### src/rtl/seg7_pkg.sv
// seg7_pkg
// Shared constants for the 7-segment scan driver: the hex -> segment table
// (active-high, segment a at bit 6 down to g at bit 0), the all-dark cathode
// pattern, and a helper that returns the active-low pattern for a nibble.
package seg7_pkg;

  // All segments dark on an active-low cathode bus.
  localparam logic [6:0] SEG_OFF = 7'h7F;

  // Active-high patterns, index = hex value, bit 6 = a ... bit 0 = g.
  localparam logic [6:0] SEG_TABLE [16] = '{
    7'h7E, 7'h30, 7'h6D, 7'h79,
    7'h33, 7'h5B, 7'h5F, 7'h70,
    7'h7F, 7'h7B, 7'h77, 7'h1F,
    7'h4E, 7'h3D, 7'h4F, 7'h47
  };

  // Common-anode boards sink current on the cathode, so the pins want the
  // inverted pattern.
  function automatic logic [6:0] seg7_active_low(input logic [3:0] nib);
    return ~SEG_TABLE[nib];
  endfunction

endpackage

### src/rtl/hex_to_seg7.sv
// hex_to_seg7
// Combinational nibble -> active-low 7-segment decoder.
// Ports:
//   i_nibble  in   4  hex value to show
//   o_seg_n   out  7  active-low segments a..g, a at bit 6
module hex_to_seg7
  import seg7_pkg::*;
(
  input  logic [3:0] i_nibble,
  output logic [6:0] o_seg_n
);

  assign o_seg_n = seg7_active_low(i_nibble);

endmodule

### src/rtl/seg7_scan_driver.sv
// seg7_scan_driver
// Time-multiplexed driver for NUM_DIGITS common-anode 7-segment digits with
// per-digit blanking and decimal points, PWM brightness, and a double-buffered
// load that only changes the displayed data at a frame boundary.
//
// Ports:
//   clk          in   1             system clock
//   rst          in   1             synchronous, active-high reset
//   digits_in    in   4*NUM_DIGITS  hex nibble per digit, digit i = [4i+3:4i]
//   dp_in        in   NUM_DIGITS    decimal point per digit, 1 = lit
//   blank_in     in   NUM_DIGITS    1 = digit dark
//   load         in   1             capture strobe for digits_in/dp_in/blank_in
//   bright       in   BRIGHT_W      brightness code, 0 = off, all-ones = full
//   anode        out  NUM_DIGITS    active-low digit enables
//   cathode      out  7             active-low segments a..g, a at bit 6
//   dp           out  1             active-low decimal point
//   frame_start  out  1             one-cycle pulse when digit 0 is first shown
//
// Load protocol: load is a single-cycle strobe with no back-pressure. Every
// cycle it is high the three data inputs are sampled; the most recent sample
// is what reaches the display at the next frame boundary.
module seg7_scan_driver
  import seg7_pkg::*;
#(
  parameter int NUM_DIGITS = 8,
  parameter int DIV        = 50000,
  parameter int BRIGHT_W   = 4
) (
  input  logic                    clk,
  input  logic                    rst,
  input  logic [4*NUM_DIGITS-1:0] digits_in,
  input  logic [NUM_DIGITS-1:0]   dp_in,
  input  logic [NUM_DIGITS-1:0]   blank_in,
  input  logic                    load,
  input  logic [BRIGHT_W-1:0]     bright,
  output logic [NUM_DIGITS-1:0]   anode,
  output logic [6:0]              cathode,
  output logic                    dp,
  output logic                    frame_start
);

  localparam int PCNT_W = $clog2(DIV);
  // Threshold must be able to hold DIV itself (full-on).
  localparam int THR_W  = $clog2(DIV + 1);
  localparam int IDX_W  = (NUM_DIGITS > 1) ? $clog2(NUM_DIGITS) : 1;

  localparam logic [PCNT_W-1:0] PCNT_LAST = PCNT_W'(DIV - 1);
  localparam logic [IDX_W-1:0]  IDX_LAST  = IDX_W'(NUM_DIGITS - 1);
  localparam logic [THR_W-1:0]  THR_FULL  = THR_W'(DIV);
  localparam logic [THR_W-1:0]  STEP      = THR_W'(DIV >> BRIGHT_W);

  // Scan state
  logic [PCNT_W-1:0] r_pcnt;
  logic [IDX_W-1:0]  r_idx;
  logic [THR_W-1:0]  r_thr;

  // Shadow (written by load) and active (shown) data
  logic                    r_pending;
  logic [4*NUM_DIGITS-1:0] r_sh_digits;
  logic [NUM_DIGITS-1:0]   r_sh_dp;
  logic [NUM_DIGITS-1:0]   r_sh_blank;
  logic [4*NUM_DIGITS-1:0] r_act_digits;
  logic [NUM_DIGITS-1:0]   r_act_dp;
  logic [NUM_DIGITS-1:0]   r_act_blank;

  // Registered pin drivers
  logic [NUM_DIGITS-1:0] r_anode;
  logic [6:0]            r_cathode;
  logic                  r_dp;
  logic                  r_frame_start;

  logic                  w_tick;
  logic                  w_boundary;
  logic [THR_W-1:0]      w_thr_next;
  logic                  w_on;
  logic                  w_lit;
  logic [3:0]            w_nibble;
  logic [6:0]            w_seg_n;
  logic [NUM_DIGITS-1:0] w_digit_sel;

  assign w_tick     = (r_pcnt == PCNT_LAST);
  assign w_boundary = w_tick && (r_idx == IDX_LAST);

  // All-ones is special-cased to DIV so full brightness has no dark gap even
  // when DIV is not an exact multiple of 2^BRIGHT_W.
  assign w_thr_next = (&bright) ? THR_FULL : THR_W'(bright) * STEP;

  assign w_on        = (THR_W'(r_pcnt) < r_thr);
  assign w_lit       = w_on && !r_act_blank[r_idx];
  assign w_nibble    = r_act_digits[{r_idx, 2'b00} +: 4];
  assign w_digit_sel = NUM_DIGITS'(1) << r_idx;

  hex_to_seg7 u_dec (
    .i_nibble (w_nibble),
    .o_seg_n  (w_seg_n)
  );

  // Prescaler, digit index and per-slot brightness threshold. The threshold
  // is only sampled on a tick so a brightness change never alters the slot
  // already in progress.
  always_ff @(posedge clk) begin
    if (rst) begin
      r_pcnt <= '0;
      r_idx  <= '0;
      r_thr  <= '0;
    end else if (w_tick) begin
      r_pcnt <= '0;
      r_thr  <= w_thr_next;
      r_idx  <= (r_idx == IDX_LAST) ? '0 : r_idx + 1'b1;
    end else begin
      r_pcnt <= r_pcnt + 1'b1;
    end
  end

  // Shadow capture and frame-synchronous transfer to the active copy.
  // A load on the boundary cycle itself bypasses the shadow so it is shown
  // from the very next slot instead of waiting a whole frame.
  always_ff @(posedge clk) begin
    if (rst) begin
      r_pending    <= 1'b0;
      r_sh_digits  <= '0;
      r_sh_dp      <= '0;
      r_sh_blank   <= '0;
      r_act_digits <= '0;
      r_act_dp     <= '0;
      r_act_blank  <= '1;
    end else begin
      if (load) begin
        r_sh_digits <= digits_in;
        r_sh_dp     <= dp_in;
        r_sh_blank  <= blank_in;
      end

      if (w_boundary) begin
        r_pending <= 1'b0;
        if (load) begin
          r_act_digits <= digits_in;
          r_act_dp     <= dp_in;
          r_act_blank  <= blank_in;
        end else if (r_pending) begin
          r_act_digits <= r_sh_digits;
          r_act_dp     <= r_sh_dp;
          r_act_blank  <= r_sh_blank;
        end
      end else if (load) begin
        r_pending <= 1'b1;
      end
    end
  end

  // Output stage: one register between scan state and the pins so the pins
  // are glitch-free. frame_start marks the first pin cycle of digit 0.
  always_ff @(posedge clk) begin
    if (rst) begin
      r_anode       <= '1;
      r_cathode     <= SEG_OFF;
      r_dp          <= 1'b1;
      r_frame_start <= 1'b0;
    end else begin
      r_frame_start <= (r_idx == '0) && (r_pcnt == '0);
      if (w_lit) begin
        r_anode   <= ~w_digit_sel;
        r_cathode <= w_seg_n;
        r_dp      <= ~r_act_dp[r_idx];
      end else begin
        r_anode   <= '1;
        r_cathode <= SEG_OFF;
        r_dp      <= 1'b1;
      end
    end
  end

  assign anode       = r_anode;
  assign cathode     = r_cathode;
  assign dp          = r_dp;
  assign frame_start = r_frame_start;

endmodule
### config.mk
export PLATFORM = sky130hd
export DESIGN_NAME = seg7_scan_driver
export DESIGN_NICKNAME = d
export VERILOG_FILES = /design/src/rtl/seg7_pkg.sv /design/src/rtl/hex_to_seg7.sv /design/src/rtl/seg7_scan_driver.sv
export SDC_FILE = /design/constraint.sdc
export NUM_CORES = 1
export LEC_CHECK = 0
export ABC_AREA = 1
export BUFFER_PORTS_ARGS = -buffer_cell sky130_fd_sc_hd__buf_2
export CORE_MARGIN = 10
export CORE_UTILIZATION = 59
export CTS_BUF_LIST = sky130_fd_sc_hd__clkbuf_16
export DETAILED_ROUTE_END_ITERATION = 10
export PLACE_DENSITY = 0.9
export SLEW_MARGIN = 20
export SYNTH_ARGS = -nofsm -noshare
export SYNTH_HDL_FRONTEND = slang
export SYNTH_HIERARCHICAL = 1
export SYNTH_SLANG_ARGS = --single-unit
### constraint.sdc
create_clock -name clk -period 3 [get_ports clk]
set_clock_uncertainty 0.15 [all_clocks]
set_input_delay 0.45 -clock clk [delete_from_list [all_inputs] [get_ports clk]]
set_output_delay 0.45 -clock clk [all_outputs]
set_load 0.005 [all_outputs]
# --- Word level (Yosys, flattened, before mapping) ---
# Memories as Yosys holds them, arrays and structs flattened.
# Cells that the tools add are included.
word_totals:
  out_inout_bits: 17
  mem_count: 1
  ff_bits: 149
  mem_bits_ro: 112
mem_list:
  columns: ["name", "words", "word_bits", "read_ports", "rd_clocked_by_memory_dff", "wr", "line_no", "rtl"]
  rows:
  - ["(no name shown)", 16, 7, 1, 0, 0, "seg7_pkg.sv:21", "return ~SEG_TABLE[nib];"]
classes:
  n_addsub: 2
  n_reduce_logical: 12
  n_bitwise: 5
  multipliers: 1
  eq_ne: 2
  n_shift: 2
  muxes: 14
  n_lt_le_gt_ge: 3
op_table:
  columns: ["operator", "n"]
  rows:
  - ["32-bit 2-to-1 mux", 2]
  - ["8-bit 2-to-1 mux", 4]
  - ["32-bit by 6-bit variable part select with 4-bit output", 1]
  - ["16-bit by 1-bit adder with 16-bit output, second input constant", 1]
  - ["16-bit equality test, second input constant", 1]
  - ["16-bit logical NOT", 1]
  - ["16-bit less-than comparator", 1]
  - ["4-bit by 12-bit multiplier with 16-bit output, second input constant", 1]
  - ["16-bit 2-to-1 mux", 1]
  - ["7-bit 2-to-1 mux", 2]
  - ["8-bit inverter", 1]
  - ["1-bit by 3-bit << shifter with 8-bit output, first input constant", 1]
  - ["7-bit inverter", 1]
  - ["1-bit binary-select mux with 3-bit select", 2]
  - ["2-bit OR reduction", 3]
  - ["5-bit >= comparator, second input constant", 1]
  - ["4-bit inverter with 5-bit output", 1]
  - ["3-bit by 4-bit less-than comparator with 1-bit output, second input constant", 1]
  - ["4-bit AND reduction", 1]
  - ["3-bit by 1-bit adder with 3-bit output, second input constant", 1]
  - ["3-bit equality test, second input constant", 1]
  - ["1-bit logical AND", 3]
  - ["3-bit logical NOT", 1]
  - ["3-bit 2-to-1 mux", 1]
  - ["5 further kinds", 7]

# --- Longest topological paths before layout ---
# Gate-level depths: netlist of the first run.
depth:
  ltp_word: 6
  depth_mapped: 16
  ltp_nobuf: 14

# --- Modules after synthesis ---
# The synthesis of the first run kept the hierarchy.
by_module_without_submodules:
  columns: ["module", "n_inst", "cells_each", "area_each_um2"]
  rows:
  - ["seg7_scan_driver", 1, 900, 7195.7]
  - ["hex_to_seg7", 1, 50, 280.3]

# --- Least setup slack after synthesis of the first run ---
# No wires, ideal clock.
synth_path:
  path_kind: "in2reg"
  start: "in bright[1]"
  end: "reg r_thr[8]"
  setup_ps: 120
  t_arrival_ps: 2191
  required_ps: 2730
  path_slack_ps: 539
  n_path_buf: 0
  path_stages: 11
  path_cell_list: "ha_1 -> xor2_1 -> ha_1 -> a21o_1 -> ha_1 -> nand2_1 -> o21ai_0 -> inv_1 -> o21ai_0 -> xor2_1 -> a21oi_1"
synth_between:
  elab_chain_len: 2
  word_cells_on_any_way: 3
  cone_classes: "mul (1); mux (1); reduce/logical (1)"
synth_lines:
  columns: ["element", "line_no", "rtl"]
  rows:
  - ["start: declaration", "seg7_scan_driver.sv:35", "input logic [BRIGHT_W-1:0] bright,"]
  - ["4-bit by 12-bit multiplier with 16-bit output / 4-bit AND reduction (equally long branches)", "seg7_scan_driver.sv:86", "assign w_thr_next = (&bright) ? THR_FULL : THR_W'(bright) * STEP;"]
  - ["16-bit 2-to-1 mux (*)", "seg7_scan_driver.sv:86", null]
  - ["end signal: assignment", "seg7_scan_driver.sv:108", "r_thr <= w_thr_next;"]
  - ["end: declaration", "seg7_scan_driver.sv:55", "logic [THR_W-1:0] r_thr;"]
# Every way passes the cells marked *; elsewhere a longest branch is shown, timed or not.
# A chain may end at the register's enable or synchronous reset.

# --- Worst setup path after layout of the first run ---
layout_path:
  start: "reg r_idx[0]"
  end: "reg r_cathode[3], in the netlist cathode[3]"
layout_between:
  elab_chain_len: 6
  word_cells_on_any_way: 12
  cone_classes: "shift (1); mux (4); bitwise (3); reduce/logical (3); memory (1)"
layout_lines:
  columns: ["element", "line_no", "rtl"]
  rows:
  - ["start: declaration", "seg7_scan_driver.sv:54", "logic [IDX_W-1:0] r_idx;"]
  - ["start signal: assignment", "seg7_scan_driver.sv:109", "r_idx <= (r_idx == IDX_LAST) ? '0 : r_idx + 1'b1;"]
  - ["32-bit by 6-bit variable part select with 4-bit output", "seg7_scan_driver.sv:90", "assign w_nibble = r_act_digits[{r_idx, 2'b00} +: 4];"]
  - ["net w_nibble[1]", "seg7_scan_driver.sv:77", "logic [3:0] w_nibble;"]
  - ["4-bit inverter with 5-bit output (implied by the code)", "seg7_pkg.sv:21", null]
  - ["memory 16 x 7 bit", null, null]
  - ["7-bit 2-to-1 mux (implied by the code) (2 in a row)", "seg7_pkg.sv:21", null]
  - ["7-bit inverter", "seg7_pkg.sv:21", null]
  - ["net w_seg_n[3]", "seg7_scan_driver.sv:78", "logic [6:0] w_seg_n;"]
  - ["end signal: assignment", "seg7_scan_driver.sv:163", "r_cathode <= w_seg_n;"]
  - ["end: declaration", "seg7_scan_driver.sv:68", "logic [6:0] r_cathode;"]
# The timed path passes the listed nets, and every way through them passes these cells. The select of a mux whose other input is x is not followed.

==> impl_metrics.tcl, run 1 <==
set metrics [dict create \
    dieArea_mm2 0.01757 \
    p_sw_mw 1.061 \
    grt_pass1_vias 6246 \
    overflow 0 \
    io_pins 72 \
    timing.fmax_mhz 393.0 \
    status "finished clean" \
    place.gp.congestion 0.9047 \
    async_reset_ff_frac 0 \
    ys_ff_latch 149 \
    synth_cells 950 \
    hold_buffers 0 \
    dp_hpwl_um 12080 \
    rsz0062_at_grt "false" \
    wl_um 17320 \
    rows 41 \
    track_usage 0.2010 \
    wl_met3_um 1012 \
    p_clk_frac 0.450 \
    start_util 0.5973 \
    cts_made_buffers 17 \
    cp-start-kind "register" \
    drive_gt1_frac 0.1761 \
    seq_area_mm2 0.002983 \
    slowest_delay_ns 0.43 \
    drt_iter0_drc 776 \
    htree_levels 4 \
    final_common_cell "nand2_1" \
    antenna_found_initial 0 \
    wl_met2_um 8069 \
    path_class "register to register" \
    cts_sinks 149 \
    arrival_ns 2.68 \
    period_share 0.8481 \
    avgSynthCellArea_um2 7.869 \
    num_antenna_cells 0 \
    drv_cap 0 \
    final_cell_mix "186 x nand2_1, 149 x dfxtp_1, 120 x inv_1, 85 x nor2_1, 71 x buf_2" \
    io_buffers 71 \
    drc_errors 0 \
    powerDensity_mw_per_mm2 517.0 \
    clockBufferDepth 2 \
    grt_pass1_wl_um 29510 \
    finalNetCount 1112 \
    syn-cell-area_mm2 0.007476 \
    syn_nets 1053 \
    cts_setup_buffers 0 \
    sw_frac_of_total 0.2443 \
    slew_headroom 0.4510 \
    fp.dieH_um 132.6 \
    yosys_warnings 6 \
    met1Wirelength_um 7858 \
    finalSetupViolations 0 \
    fill_cells 1003 \
    core_mm2 0.01252 \
    syn_to_final_growth_pct 12.40 \
    synth_ff_type "dfxtp_1" \
    synth_cell_types 42 \
    highest_layer "met4" \
    ir_drop_mv 0.3399 \
    multi_input_area_mm2 0.003737 \
    cellLeakagePower_nw 3.743 \
    worst_pin_slew_ns 0.8197 \
    cp_slowest_cell "dfxtp_1" \
    post_drt_wl_per_cell_um 14.50 \
    clkTransAtPathRegs_ns 0.06 \
    fin_setup_tns_ns 0 \
    p_seq_frac 0.469 \
    grt_max_degree 60 \
    ys_seq_area_frac 0.3990 \
    crit_fanout 20 \
    internal-power_mw 3.283 \
    crit_chain "inv_2, a21oi_1, o21ai_0, nand2_1, nor2_1, a31oi_1, inv_1, ha_1, inv_1, nand2_1, nand3_1, nand2_1, inv_1, nand3_1" \
    clock_latency_ns 0.43 \
    finalMaxSlewViolations 0 \
    drtPass1Iterations 6 \
    worstSetupEndpointType "register" \
    synth_edf_count 0 \
    fin_crit_ns 2.544 \
    fp.dieW_um 132.6 \
    clock-root-buffer "clkbuf_16" \
    viasPerCell 5.375 \
    holdWs_ns 0.1200 \
    vias 6418 \
    hold_violations 0 \
    cts-resized-gates 0 \
    pwr-share-comb 0.081 \
    min_path_type "input pin to register" \
    worstPathRequired_ns 3.13 \
    cts_tree "done" \
    ant_nets 0 \
]
-- layout make-up --
class,count,share of cell area
sequential,149,0.3550
clock inverter,15,0.01370
tap,172,0.02561
clock buffer,17,0.05063
multi-input combinational,631,0.4448
inverter,127,0.05733
timing repair buffer,83,0.05301
-- logic make-up after synthesis --
kind of cell	after synthesis	share of synthesized area
compound gates	165	0.1349
xor+xnor	6	0.007029
fa+ha+maj	48	0.08034
buf+inv	170	0.1011
flops	149	0.3990
mux	48	0.06427
simple gates	364	0.2134
-- per-stage QoR --
step	util	area [um2]	total power [mW]	worst slack [ns]	std cells
floorplan	-	7476	2.322	0.5390	950
global placement	0.6281	7863	2.417	0.2773	1162
detailed placement	0.6281	7863	2.425	0.2182	1162
CTS	0.6713	8403	4.352	0.4819	1194
global route	0.6713	8403	4.498	0.1822	1194
finish	0.6713	8403	4.344	0.4557	1194
-- critical path: cells and delay by family (launching register included) --
family	cells	cell delay [ns]
AOI/OAI and AO/OA	3	0.65
buffers and inverters	4	0.50
and+or+nand+nor	6	0.41
adders and majority gates	1	0.26
DFF	1	0.43
-- sequential cells by signal, summed over array words and instances, names as in the netlist, 8 cells and up --
signal	count
r_act_digits	32
r_sh_digits	32
r_pcnt	16
r_thr	16
anode	8
r_act_blank	8
r_act_dp	8
r_sh_blank	8
r_sh_dp	8
-- power groups by stage --
stage	Combinational, mW	Clock, mW	Sequential [mW]
floorplan	0.246	0	2.08
global placement	0.339	0	2.08
detailed placement	0.345	0	2.08
CTS	0.351	1.96	2.04
global route	0.394	2.06	2.04
finish	0.351	1.96	2.04
-- worst paths after layout --
check / from / endpoint / slack (ns) / cells past startpoint
setup / recovery: r_idx[0] / cathode[3] / 0.46 / 14
hold / removal: digits_in[5] / r_sh_digits[5] / 0.12 / 3
setup reg to reg: r_idx[0] / cathode[3] / 0.46 / 14
hold reg to reg: r_act_digits[30] / r_act_digits[30] / 0.30 / 2
-- layer usage --
metal / GRT usage / vias to the layer above
li1: - / 3195
met2: 0.3179 / 210
met5: 0 / -
met3: 0.04769 / 42
met4: 0.08007 / 0
met1: 0.2584 / 2971
-- synth_stat cells, drive strengths merged (14+ instances only) --
| cell | number | share of area |
|---|---|---|
| nand3 | 45 | 0.031 |
| buf | 27 | 0.029 |
| nor3 | 14 | 0.010 |
| a21oi | 95 | 0.084 |
| dfxtp | 149 | 0.40 |
| inv | 127 | 0.064 |
| ha | 48 | 0.080 |
| nand2 | 196 | 0.10 |
| nor2 | 91 | 0.052 |
| o21ai | 55 | 0.037 |
| clkbuf | 16 | 0.0080 |
| mux2i | 48 | 0.064 |
Note: power is estimated with default switching activity, not from simulation.
==> run 2, diff against run 1 <==
--- a/config.mk
+++ b/config.mk
@@ -5,13 +5,13 @@
 export SDC_FILE = /design/constraint.sdc
 export NUM_CORES = 1
 export LEC_CHECK = 0
-export ABC_AREA = 1
+export ABC_AREA = 0
 export BUFFER_PORTS_ARGS = -buffer_cell sky130_fd_sc_hd__buf_2
 export CORE_MARGIN = 10
-export CORE_UTILIZATION = 59
+export CORE_UTILIZATION = 53
 export CTS_BUF_LIST = sky130_fd_sc_hd__clkbuf_16
 export DETAILED_ROUTE_END_ITERATION = 10
-export PLACE_DENSITY = 0.9
+export PLACE_DENSITY = 0.87
 export SLEW_MARGIN = 20
 export SYNTH_ARGS = -nofsm -noshare
 export SYNTH_HDL_FRONTEND = slang
==> constraint.sdc (replaced) <==
create_clock -name clk -period 2.1 [get_ports clk]
set_clock_uncertainty 0.15 [all_clocks]
set_input_delay 0.315 -clock clk [delete_from_list [all_inputs] [get_ports clk]]
set_output_delay 0.315 -clock clk [all_outputs]
set_load 0.005 [all_outputs]
==> run 2 against run 1 <==
Compared with the run above:
- the flow now finishes with violations (setup timing)
- critical endpoint is now r_act_dp[5]
- flip-flop and latch count did not move
- register-to-register slack got worse by 1.1 ns
- largest power group is now the clock network
- worst setup slack got worse by 1.1 ns
- maximum frequency fell by 7.9%
==> impl_metrics.tcl, run 2 <==
set metrics [dict create \
    yosysTopAreaCell "dfxtp_1" \
    finalSetupViolations 99 \
    final_core_util 0.7600 \
    synth_cell_types 54 \
    drc_errors 0 \
    grt_pass1_wl_um 34640 \
    synthTopCellsByCount "149 x dfxtp_1, 84 x nand2_1, 69 x nor2_1, 48 x ha_1, 48 x inv_1" \
    avgSynthCellArea_um2 9.354 \
    dieArea_mm2 0.01845 \
    final_common_cell "dfxtp_1" \
    dp_hpwl_um 12450 \
    vias 6846 \
    reg_top3 "r_act_digits: 32 flops, r_sh_digits: 32 flops" \
    io_pins 72 \
    cellLeakagePower_nw 4.101 \
    synth_ff_type "dfxtp_1" \
    cts_made_buffers 17 \
    drv_cap 0 \
    power_mw 6.582 \
    period_share 1.315 \
    slowest_delay_ns 0.59 \
    async_reset_ff_frac 0 \
    synth_cells 760 \
    crit_fanout 6 \
    yosys.area.top_type_share 0.4196 \
    post_dp_cell_area_mm2 0.008377 \
    arrival_ns 2.99 \
    syn_to_final_growth_pct 41.01 \
    drive_gt1_frac 0.3958 \
    overflow 0 \
    start_util 0.5390 \
    ys_ff_latch 149 \
    core_mm2 0.01319 \
    multi_input_area_mm2 0.004409 \
    ir_drop_mv 0.4885 \
    cp-start-kind "register" \
    slew_headroom 0.6766 \
    status "complete, but fails checks" \
    fill_cells 732 \
    post_drt_wl_per_cell_um 23.15 \
    clockBufferDepth 2 \
    final_cell_mix "145 x dfxtp_1, 84 x buf_4, 70 x buf_2, 64 x nand2_1, 52 x nor2_1" \
    seq_area_mm2 0.002990 \
    min_path_type "input pin to register" \
    powerDensity_mw_per_mm2 656.6 \
    syn-cell-area_mm2 0.007109 \
    htree_levels 4 \
    holdWs_ns 0.001673 \
    synth.area.top_cells "dfxtp_1 42%, ha_1 8.4%, mux2i_1 6.3%" \
    clock-root-buffer "clkbuf_16" \
    synth_most_common_cell "dfxtp_1" \
    worstSetupEndpointType "register" \
    rows 42 \
    layout.cells.non_filler 1126 \
    worst_pin_slew_ns 0.4784 \
    fp.dieH_um 135.8 \
    ant_nets 0 \
    path_class "register to register" \
    synth_edf_count 0 \
    drtPass1Iterations 5 \
    finalNetCount 1040 \
    dp.cells 1054 \
    io_buffers 71 \
    crit_chain "ha_1, nand4_1, or4_4, nor3b_4, buf_4, buf_12, mux2i_1, nor2b_2" \
    viasPerCell 6.080 \
    violations "setup timing" \
    num_antenna_cells 0 \
    cts_tree "done" \
    fp.dieW_um 135.8 \
    hold_violations 0 \
    wl_um 26060 \
    cp_slowest_cell "or4_4" \
    finalMaxSlewViolations 0 \
    yosys_warnings 6 \
    timing.fmax_mhz 362.1 \
    cts_sinks 149 \
    rsz0062_at_grt "true" \
    drt_iter0_drc 887 \
    worst_slack_ns -0.6617 \
    final_area_mm2 0.01002 \
    syn_nets 863 \
    clkTransAtPathRegs_ns 0.08 \
    fin_crit_ns 2.762 \
    clock_latency_ns 0.45 \
    ys_seq_area_frac 0.4196 \
    track_usage 0.2398 \
    grt_max_degree 109 \
    place.gp.congestion 0.9033 \
    antenna_found_initial 0 \
    worstPathRequired_ns 2.32 \
    grt_pass1_vias 6686 \
]
-- run 2: routing by layer --
| layer | wire length (um) | track usage | vias to the layer above | part of all wire |
|---|---|---|---|---|
| li1 | - | - | 2953 | - |
| met1 | 9122 | 0.2609 | 3261 | 0.35 |
| met2 | 12720 | 0.4020 | 453 | 0.49 |
| met3 | 1974 | 0.06679 | 179 | 0.076 |
| met4 | 2248 | 0.1561 | 0 | 0.086 |
| met5 | 0 | 0 | - | 0 |
-- run 2: logic make-up (layout without fill, tap and decap cells) --
logic type               Yosys count  after routing  synth area share
buffers and inverters             91            281           0.05121
adder cells (fa/ha/maj)           48             48           0.08448
XOR/XNOR                          24             24           0.02957
multiplexers                      81             81            0.1410
AO/OA/AOI/OAI                    103            103           0.09205
AND/OR/NAND/NOR                  264            264            0.1822
flip-flops                       149            149            0.4196
-- run 2: area by class of cell --
class,instances,share of cell area
inverter,49,0.01960
sequential,149,0.2983
clock buffer,17,0.04244
multi-input combinational,520,0.4398
tap,176,0.02197
timing repair buffer,200,0.1649
clock inverter,15,0.01298
-- run 2: final timing paths --
| check | from | endpoint | slack (ns) | cells after the start |
|---|---|---|---|---|
| worst max register to register | r_pcnt[0] | r_act_dp[5] | -0.66 | 8 |
| worst max-delay path | r_pcnt[0] | r_act_dp[5] | -0.66 | 8 |
| worst min register to register | r_act_digits[29] | r_act_digits[29] | 0.31 | 2 |
| worst min-delay path | digits_in[6] | r_sh_digits[6] | 0.002 | 3 |
-- run 2: critical path: cells and delay by family, from the launching register on --
family | cells | cell delay, ns
fa+ha+maj | 1 | 0.24
buf+inv | 2 | 0.33
flops | 1 | 0.35
mux | 1 | 0.22
simple gates | 4 | 1.40
-- run 2: through the flow --
| stage | setup TNS (ns) | worst slack, ns |
|---|---|---|
| 2_1_floorplan | -11.24 | -0.3156 |
| 3_3_place_gp | -16.44 | -0.4849 |
| 3_5_place_dp | -19.36 | -0.5181 |
| 4_1_cts | -17.21 | -0.4003 |
| 5_1_grt | -36.12 | -0.6431 |
| 6_report | -34.97 | -0.6617 |
-- run 2: repair_timing --
item	CTS	global route
hold buffers	1	1
pin swaps	24	40
setup endpoints to repair	95	96
setup buffers	20	17
endpoints found under the hold margin	1	1
resized for setup	86	93
gates cloned	3	3
-- run 2: power by group --
group	internal (mW)	switching (mW)	total (mW)
clock network	1.63	1.34	2.97
logic	0.324	0.376	0.700
registers	2.89	0.0209	2.91
total	4.84	1.74	6.58
==> run 3, diff against run 2 <==
==> constraint.sdc (replaced) <==
create_clock -name clk -period 2.1 [get_ports clk]
set_clock_uncertainty 0.15 [all_clocks]
set_input_delay 0.42 -clock clk [delete_from_list [all_inputs] [get_ports clk]]
set_output_delay 0.42 -clock clk [all_outputs]
set_load 0.005 [all_outputs]
==> run 3 against run 2 <==
Compared with the run above:
- largest cell class unchanged
- design area is 0.84% higher
- worst setup slack better by 0.18 ns
- sequential power hardly changed
- maximum frequency is 6.9% higher
- global-route usage is 1.1 points lower
- flip-flop and latch count stayed put
- critical path depth is 1 lower
- non-clock buffer count is 3 lower
- the flow still finishes with violations (setup timing)
- critical path type unchanged
==> impl_metrics.tcl, run 3 (synthesis results as in run 2) <==
set metrics [dict create \
    grt_max_degree 105 \
    vias 6923 \
    drc_errors 0 \
    drive_gt1_frac 0.4139 \
    clock-root-buffer "clkbuf_16" \
    reg_top3 "r_act_digits: 32 flops, r_sh_digits: 32 flops" \
    grt_pass1_vias 6585 \
    io_buffers 71 \
    htree_levels 4 \
    arrival_ns 2.80 \
    status "complete, but fails checks" \
    power_mw 6.663 \
    wl_um 25340 \
    met1Wirelength_um 9155 \
    worstSetupEndpointType "register" \
    cp_num_buf_inv 2 \
    cp_common_cell "or4_4" \
    cpLargestDelayFamily "simple AND/OR/NAND/NOR gates" \
    syn_to_final_growth_pct 42.19 \
    viasPerCell 6.165 \
    crit_chain "or4_4, or4_4, nor3b_4, buf_4, buf_12, mux2i_1, nor2b_1" \
    violations "setup timing" \
    worstPathRequired_ns 2.31 \
    worst_slack_ns -0.4838 \
    place.gp.congestion 0.9046 \
    cts_made_buffers 17 \
    num_antenna_cells 0 \
    clock_latency_ns 0.44 \
    cp-start-kind "register" \
    io_pins 72 \
    crit_fanout 8 \
    ant_nets 0 \
    clkTransAtPathRegs_ns 0.07 \
    post_drt_wl_per_cell_um 22.56 \
    overflow 0 \
    highest_layer "met4" \
    finalNetCount 1037 \
    finalSetupViolations 97 \
    core_mm2 0.01319 \
    ir_drop_mv 0.5844 \
    rows 42 \
    antenna_found_initial 0 \
    drt_iter0_drc 933 \
    fp.dieW_um 135.8 \
    track_usage 0.2292 \
    worst_pin_slew_ns 0.5159 \
    hold_violations 0 \
    rsz0062_at_grt "true" \
    slew_headroom 0.6463 \
    dieArea_mm2 0.01845 \
    final_common_cell "dfxtp_1" \
    drv_cap 0 \
    start_util 0.5390 \
    fp.dieH_um 135.8 \
    post_dp_cell_area_mm2 0.008486 \
    drtPass1Iterations 7 \
    cts_tree "done" \
    slowest_delay_ns 0.54 \
    timing.fmax_mhz 387.0 \
    path_class "register to register" \
    powerDensity_mw_per_mm2 659.2 \
    final_cell_mix "141 x dfxtp_1, 82 x buf_4, 71 x buf_2, 59 x nand2_1, 57 x nor2_1" \
    dp_hpwl_um 12220 \
    period_share 1.230 \
    cts_sinks 149 \
    hold_buffers 0 \
    clockBufferDepth 2 \
    final_area_mm2 0.01011 \
    fin_crit_ns 2.584 \
    finalMaxSlewViolations 0 \
    min_path_type "input pin to register" \
    cellLeakagePower_nw 4.066 \
    grt_pass1_wl_um 33620 \
    cp_slowest_cell "or4_4" \
    wl_met2_um 12010 \
    wl_met3_um 2272 \
]
==> run 3: changes by cell type in the layout (fill, tap and decap cells not counted), moves of 5 or more <==
cell,before,now
ha_1,32,25
ha_4,14,19
nand2_1,64,59
nand2_2,13,21
nor2_1,52,57
nor2_4,12,5
==> run 3: area by class of cell <==
type / instances / area, um2
inverter: 49 / 196.4
fill: 714 / 3082
sequential: 149 / 2995
tap: 176 / 220.2
clock buffer: 17 / 425.4
clock inverter: 15 / 157.7
timing repair buffer: 197 / 1662
multi-input combinational: 520 / 4452
==> run 3: routing by layer <==
layer	vias to the layer above	global-route usage
met5	-	0
met3	194	0.05498
met1	3253	0.2677
li1	2958	-
met4	0	0.1280
met2	518	0.3782
==> run 3: repair_timing <==
action | CTS | global route
gates cloned | 8 | 2
endpoints found under the setup margin | 94 | 98
setup buffers | 15 | 7
resized for setup | 95 | 79
pin swaps | 30 | 30
==> run 3: worst paths after layout <==
kind                    startpoint          endpoint  slack (ns)  cells after the start
setup reg to reg         r_pcnt[4]       r_act_dp[4]       -0.48                      7
hold reg to reg   r_act_digits[19]  r_act_digits[19]        0.32                      2
hold / removal            dp_in[1]        r_sh_dp[1]        0.11                      3
setup / recovery         r_pcnt[4]       r_act_dp[4]       -0.48                      7
==> run 3: tightest hold or removal path: cells and delay by family <==
family	cells	cell delay [ns]
AND/OR/NAND/NOR	1	0.09
buffers and inverters	1	0.08
multiplexers	1	0.08
==> run 3: through the flow <==
| stage | worst slack (ns) | utilization | hold slack (ns) | instances | setup TNS, ns |
|---|---|---|---|---|---|
| 2_1_floorplan | -0.3247 | - | 0.2756 | 760 | -11.22 |
| 3_3_place_gp | -0.5743 | 0.6433 | 0.2880 | 1063 | -16.77 |
| 3_5_place_dp | -0.6269 | 0.6433 | 0.2951 | 1063 | -19.60 |
| 4_1_cts | -0.3769 | 0.7386 | 0.1104 | 1115 | -21.07 |
| 5_1_grt | -0.5746 | 0.7664 | 0.1356 | 1123 | -33.25 |
| 6_report | -0.4838 | 0.7664 | 0.1122 | 1123 | -25.61 |
==> run 3: power breakdown <==
part	switching (mW)	total (mW)	internal (mW)
Sequential	0.0225	2.91	2.89
Combinational	0.372	0.708	0.336
Clock	1.29	3.05	1.75
